[src/rtl/rfphoenix_mc_wb_buffer_pkg.sv]
// Shared types for the multi-cycle ALU writeback path.
// The ALU and the writeback buffer take their result latency from MC_ALU_LAT.
package rfphoenix_mc_wb_buffer_pkg;

  localparam int TID_W      = 4;
  localparam int MC_RWID    = 6;
  localparam int MC_ALU_LAT = 8;

  typedef logic [TID_W-1:0] tid_t;
  typedef logic [63:0]      double_value_t;

  // One queued register-file write.
  typedef struct packed {
    tid_t                tid;
    logic [MC_RWID-1:0]  rt;
    double_value_t       res;
  } mcwb_entry_t;

endpackage

[src/rtl/rfphoenix_sync_fifo.sv]
// Synchronous-reset FIFO with a registered head, occupancy count and push/pop.
// The head is read from storage registers, so a push into an empty FIFO
// shows up on dout/valid one cycle later. dout is zero while empty.
module rfphoenix_sync_fifo #(
  parameter int WID   = 8,
  parameter int DEPTH = 8
) (
  input  logic                           clk,
  input  logic                           rst,
  input  logic                           push,
  input  logic [WID-1:0]                 din,
  input  logic                           pop,
  output logic [WID-1:0]                 dout,
  output logic                           valid,
  output logic                           full,
  output logic [$clog2(DEPTH+1)-1:0]     count
);

  localparam int AW = $clog2(DEPTH);
  localparam int CW = $clog2(DEPTH+1);
  localparam logic [CW-1:0] DEPTH_C = CW'(DEPTH);

  logic [WID-1:0] mem [DEPTH];
  logic [AW-1:0]  rd_ptr;
  logic [AW-1:0]  wr_ptr;
  logic           do_push;
  logic           do_pop;

  assign valid   = (count != '0);
  assign full    = (count == DEPTH_C);
  assign do_push = push && !full;
  assign do_pop  = pop && valid;
  assign dout    = valid ? mem[rd_ptr] : '0;

  // Storage write; contents need no reset because dout is gated by valid.
  always_ff @(posedge clk) begin
    if (do_push) begin
      mem[wr_ptr] <= din;
    end
  end

  // Pointers wrap naturally (power-of-two depth); full/empty come from count.
  always_ff @(posedge clk) begin
    if (rst) begin
      rd_ptr <= '0;
      wr_ptr <= '0;
      count  <= '0;
    end else begin
      if (do_push) wr_ptr <= wr_ptr + AW'(1);
      if (do_pop)  rd_ptr <= rd_ptr + AW'(1);
      case ({do_push, do_pop})
        2'b10:   count <= count + CW'(1);
        2'b01:   count <= count - CW'(1);
        default: count <= count;
      endcase
    end
  end

  // Upstream credit accounting must make a push into a full FIFO impossible.
  a_no_overflow: assert property (@(posedge clk) disable iff (rst) !(push && full));

endmodule

[src/rtl/rfphoenix_mc_wb_buffer.sv]
// Writeback buffer behind the multi-cycle ALU. Each accepted op drops a
// {tid, rt} tag into an LAT-stage shift pipe; when the tag emerges the ALU
// result is captured with it into a FIFO feeding the register-file write port.
// A credit counter covers ops in flight plus queued results, so issue is
// throttled before the FIFO could ever overflow.
//
// Handshakes: a transfer happens in a cycle exactly when valid && ready are
// both high at the rising edge. issue_rdy never depends on issue_v or wb_rdy;
// wb_v and the head fields never depend on wb_rdy and hold stable while
// wb_v && !wb_rdy.
module rfphoenix_mc_wb_buffer
  import rfphoenix_mc_wb_buffer_pkg::*;
#(
  parameter int LAT   = MC_ALU_LAT,
  parameter int DEPTH = 8,
  parameter int RWID  = MC_RWID
) (
  input  logic                          clk,
  input  logic                          rst,
  input  logic                          issue_v,
  input  tid_t                          issue_tid,
  input  logic [RWID-1:0]               issue_rt,
  output logic                          issue_rdy,
  input  double_value_t                 alu_o,
  input  tid_t                          alu_rido,
  output logic                          wb_v,
  input  logic                          wb_rdy,
  output tid_t                          wb_tid,
  output logic [RWID-1:0]               wb_rt,
  output double_value_t                 wb_res,
  output logic [$clog2(DEPTH+1)-1:0]    used,
  output logic                          err_tag
);

  localparam int CW = $clog2(DEPTH+1);
  localparam int TW = $bits(tid_t);
  localparam int EW = TW + RWID + 64;
  localparam logic [CW-1:0] DEPTH_C = CW'(DEPTH);

  logic            accept;
  logic            pop;
  logic [CW-1:0]   used_q;

  logic            pipe_v   [LAT];
  tid_t            pipe_tid [LAT];
  logic [RWID-1:0] pipe_rt  [LAT];

  logic            cap_v;
  tid_t            cap_tid;
  logic [RWID-1:0] cap_rt;

  logic [EW-1:0]   fifo_din;
  logic [EW-1:0]   fifo_dout;
  logic            fifo_full;
  logic [CW-1:0]   fifo_count;

  // Credit is taken from the registered counter only.
  assign issue_rdy = !rst && (used_q < DEPTH_C);
  assign accept    = issue_v && issue_rdy;
  assign pop       = wb_v && wb_rdy;
  assign used      = used_q;

  // Pipe output lines up with the ALU result for the same op.
  assign cap_v    = pipe_v[LAT-1];
  assign cap_tid  = pipe_tid[LAT-1];
  assign cap_rt   = pipe_rt[LAT-1];
  assign fifo_din = {cap_tid, cap_rt, alu_o};

  // Tag pipe: a rejected or absent op enters as a bubble; reset flushes all tags.
  always_ff @(posedge clk) begin
    if (rst) begin
      for (int i = 0; i < LAT; i++) begin
        pipe_v[i]   <= 1'b0;
        pipe_tid[i] <= '0;
        pipe_rt[i]  <= '0;
      end
    end else begin
      pipe_v[0]   <= accept;
      pipe_tid[0] <= issue_tid;
      pipe_rt[0]  <= issue_rt;
      for (int i = 1; i < LAT; i++) begin
        pipe_v[i]   <= pipe_v[i-1];
        pipe_tid[i] <= pipe_tid[i-1];
        pipe_rt[i]  <= pipe_rt[i-1];
      end
    end
  end

  // Credit counter: in-flight plus queued; accept and pop together cancel.
  always_ff @(posedge clk) begin
    if (rst) begin
      used_q <= '0;
    end else begin
      case ({accept, pop})
        2'b10:   used_q <= used_q + CW'(1);
        2'b01:   used_q <= used_q - CW'(1);
        default: used_q <= used_q;
      endcase
    end
  end

  // Sticky tag error: the ALU's delayed tid disagrees with the tracked one.
  always_ff @(posedge clk) begin
    if (rst) begin
      err_tag <= 1'b0;
    end else if (cap_v && (alu_rido != cap_tid)) begin
      err_tag <= 1'b1;
    end
  end

  rfphoenix_sync_fifo #(
    .WID   (EW),
    .DEPTH (DEPTH)
  ) u_fifo (
    .clk   (clk),
    .rst   (rst),
    .push  (cap_v),
    .din   (fifo_din),
    .pop   (pop),
    .dout  (fifo_dout),
    .valid (wb_v),
    .full  (fifo_full),
    .count (fifo_count)
  );

  assign wb_tid = fifo_dout[EW-1 -: TW];
  assign wb_rt  = fifo_dout[64 +: RWID];
  assign wb_res = fifo_dout[63:0];

  // Queued results can never outnumber the credits held for them.
  a_count_le_used: assert property (@(posedge clk) disable iff (rst) fifo_count <= used_q);
  a_no_cap_full:   assert property (@(posedge clk) disable iff (rst) !(cap_v && fifo_full));

endmodule

[config.mk]
export PLATFORM = sky130hd
export DESIGN_NAME = rfphoenix_mc_wb_buffer
export DESIGN_NICKNAME = d
export VERILOG_FILES = /design/src/rtl/rfphoenix_mc_wb_buffer_pkg.sv /design/src/rtl/rfphoenix_sync_fifo.sv /design/src/rtl/rfphoenix_mc_wb_buffer.sv
export SDC_FILE = /design/constraint.sdc
export NUM_CORES = 1
export LEC_CHECK = 0
export ABC_AREA = 0
export ABC_CLOCK_PERIOD_IN_PS = 20300
export CAP_MARGIN = 20
export CORE_ASPECT_RATIO = 0.9
export CORE_MARGIN = 2
export CORE_UTILIZATION = 35
export CTS_CLUSTER_DIAMETER = 80
export DETAILED_ROUTE_END_ITERATION = 8
export HOLD_SLACK_MARGIN = 0.05
export PLACE_DENSITY = 0.62
export SYNTH_ARGS = -nofsm -noshare
export SYNTH_HDL_FRONTEND = slang
export SYNTH_SLANG_ARGS = --single-unit
[constraint.sdc]
create_clock -name clk -period 20.3 [get_ports clk]
set_input_delay 4.06 -clock clk [delete_from_list [all_inputs] [get_ports clk]]
set_output_delay 4.06 -clock clk [all_outputs]
set_load 0.01 [all_outputs]
==> summary.txt <==
Global routing
  • Maximum number of pins on one net before global-route repair: 106
  • Total routing resource utilization after global routing: 13.7%
  • Global-route wire length before repair: 77.3 mm
  • Number of global-route vias before repair: 12400
  • Grt ovf: 0
  • Antenna violations before repair: 4

Clock tree
  • TritonCTS Sinks: 698
  • CTS tree: yes
  • Clock tree root driver cell: clkbuf_16
  • Clock latency reported for the late side of the worst-skew pair: 0.61 ns
  • Cts hold-fix bufs: 0
  • Quantity of gates resized following cts: 0
  • Post-CTS setup buffers: 0
  • Clk buf depth: 3
  • H-tree depth: 3
  • Number of buffers added by the clock tree synthesis step: 75
  • Clock-pin slew of the registers on the worst-case setup and hold paths: 0.06 ns

Worst setup path
  • Kind of critical path: in2out
  • CP max stage delay: 0.73 ns
  • Cell chain of the critical path: buf_4, nor2_1, clkdlybuf4s50_1
  • Highest net fanout along the worst path: 105
  • Sum of buffers and inverters on the critical path: 2
  • Setup crit end kind: output port
  • Category of the worst setup path launch point: input port
  • Crit path arrival time: 5.52 ns
  • Worst path top cell family by delay: buffers and inverters
  • Data required time at the worst endpoint: 16.24 ns
  • Slowest cell on crit path: buf_4

Detailed routing
  • Remaining routing DRC violations: 0
  • Post-detailed-routing wire length: 51.8 mm
  • Total vias in the final route: 12000
  • Initial DRC Count: 732
  • DRT antenna net count: 0
  • Routed len/inst: 21.1 um
  • Iteration count of the initial detailed-routing pass: 5
  • Drt via density: 4.89

Floorplanning
  • Number of primary I/O pins: 163
  • Horizontal die dimension: 290 um
  • Core Box Area: 73000 um2
  • Die height: 262 um
  • Die area: 76000 um2
  • Row cnt: 94
  • Effective utilization at floorplan: 35.4%

Logic synthesis
  • Gate Count Post-Synth: 1236
  • Post-synth ARST share: 0%
  • Net count after synthesis: 1326
  • EDFF count, synth: 592
  • Number of warnings printed during yosys synthesis: 0
  • Count of distinct cell types in the synthesized netlist: 38
  • Share of the yosys chip area belonging to registers: 77.0%
  • Total of flip-flops plus latches after synthesis: 698
  • Synthesized cell area: 25800 um2
  • Most frequently used flop master after synthesis: edfxtp_1
  • Syn avg cell area: 20.9 um2

Final layout
  • Leading cell types in the layout, fill and taps excluded: edfxtp_1 (592), clkdlybuf4s50_1 (161), mux4_2 (148)
  • Count of antenna diodes in the layout: 0
  • Fraction of layout cells with a size suffix above 1: 20.2%
  • Final net count: 1526
  • Most common cell after layout, fill and taps aside: edfxtp_1
  • Cell area after layout: 30900 um2
  • Share of the core filled with cells: 42.4%
  • Synth-to-layout area growth: 19.8%

Power and ir drop
  • Total Power: 2910 uW
  • Reported leakage power: 0.00946 uW
  • VDD IR-drop max: 0.0000634 V
  • Power Density: 94.1 nW/um2

Timing
  • Hold slack final: 0.431 ns
  • Accumulated negative setup slack: 0 ns
  • Worst max-slew margin expressed relative to the limit: 27.9%
  • Final setup skew: 0.0184 ns
  • Maximum operating frequency: 104 MHz
  • Count of final hold-check violations: 0
  • RSZ-0062 raised after global routing: false
  • Final number of max-transition violations: 0
  • Endpoints failing setup: 0
  • Ratio of final minimum period to clock period: 47.2%
  • Transition at the pin with the smallest max-transition slack: 1.08 ns
  • Final min period: 9.58 ns

Placement
  • I/O Buffers: 162
  • Post-detailed-placement half-perimeter wirelength: 26.5 mm
  • Weighted congestion reported at the end of routability-driven placement: 0.683
  • Dpl cell area: 28500 um2

Status
  • Status: finished clean

Run
  • Number of max-cap violations: 0

Hold path
  • Kind of path behind the tightest hold check: reg2reg
[through the flow]
stage	std cells	setup WS [ns]
final	2452	10.72
after global routing	2452	10.58
after CTS	2451	10.67
after detailed placement	2318	10.68
after global placement	2318	10.68
after floorplan	1236	11.82
[sequential cells by signal, indices dropped and copies added, names as in the netlist, named ones only]
name	flops
u_fifo.mem	592
pipe_rt	48
pipe_tid	32
pipe_v	8
u_fifo.count	4
used	4
u_fifo.rd_ptr	3
u_fifo.wr_ptr	3
err_tag	1
[Yosys cell counts (2+ instances only)]
cell | count | area share, %
nor2_1 | 92 | 1.3
xnor2_1 | 5 | 0.17
xor2_1 | 8 | 0.27
dfxtp_1 | 106 | 8.2
o21ai_0 | 4 | 0.077
o31ai_1 | 2 | 0.058
nand2b_1 | 2 | 0.048
o21ai_1 | 2 | 0.039
buf_2 | 30 | 0.58
edfxtp_1 | 592 | 69
nand2_1 | 3 | 0.044
nor2b_1 | 90 | 2.2
nor3_1 | 4 | 0.077
mux4_2 | 148 | 13
mux2i_1 | 78 | 3.0
inv_1 | 3 | 0.044
clkbuf_1 | 15 | 0.22
buf_6 | 15 | 0.65
buf_1 | 2 | 0.029
and2_1 | 2 | 0.048
mux2_1 | 2 | 0.087
nor4bb_1 | 2 | 0.077
a21oi_1 | 5 | 0.097
ha_1 | 8 | 0.39
nor4b_1 | 2 | 0.068
or3_1 | 2 | 0.048
[cell type report]
class	instances	area [um2]
Tap cell	960	1200
Sequential cell	698	19900
Fill cell	6322	42100
Clock buffer	97	2050
Clock inverter	36	365
Multi-Input combinational cell	471	5580
Timing Repair Buffer	186	1820
Inverter	4	15.0
[path summary, 6_finish.rpt]
check | startpoint | endpoint | slack [ns] | depth (start not counted)
setup / recovery | rst | issue_rdy | 10.72 | 3
hold / removal | pipe_v[0][2] | pipe_v[0][3] | 0.43 | 1
setup reg to reg | u_fifo.count[1] | used[3] | 16.93 | 9
hold reg to reg | pipe_v[0][2] | pipe_v[0][3] | 0.43 | 1
[logic make-up after synthesis]
family,count (synthesis),synth area share [%]
AO/OA/AOI/OAI,15,0.363
flip-flops,698,77.0
multiplexers,228,16.0
XOR/XNOR,14,0.504
AND/OR/NAND/NOR,206,4.14
buffers and inverters,67,1.57
adder cells (fa/ha/maj),8,0.387
[layer usage]
layer,vias to the layer above,share of wire [%],wire length [um],track usage (%)
met5,-,0.066,34,0
met4,6,2.2,1150,3.86
met3,85,5.2,2720,3.37
met2,287,47,24400,21.6
met1,6305,45,23500,18.9
li1,5300,-,-,-
[where the power goes]
part | internal, uW | switching (uW) | total, uW
registers | 1550 | 1.27 | 1550
logic | 19.7 | 20.4 | 40.1
clock network | 763 | 554 | 1320
[worst reg2reg max path, cell delays in order, from the launching register on]
cell	delay (ns)
dfxtp_1	0.36
or3_4	0.43
nor2_4	0.80
inv_2	0.15
and2_4	0.25
ha_1	0.38
nor4bb_1	0.35
o21ai_1	0.12
o31ai_1	0.08
mux2_1	0.35
Power figures use the tool's default switching activity.
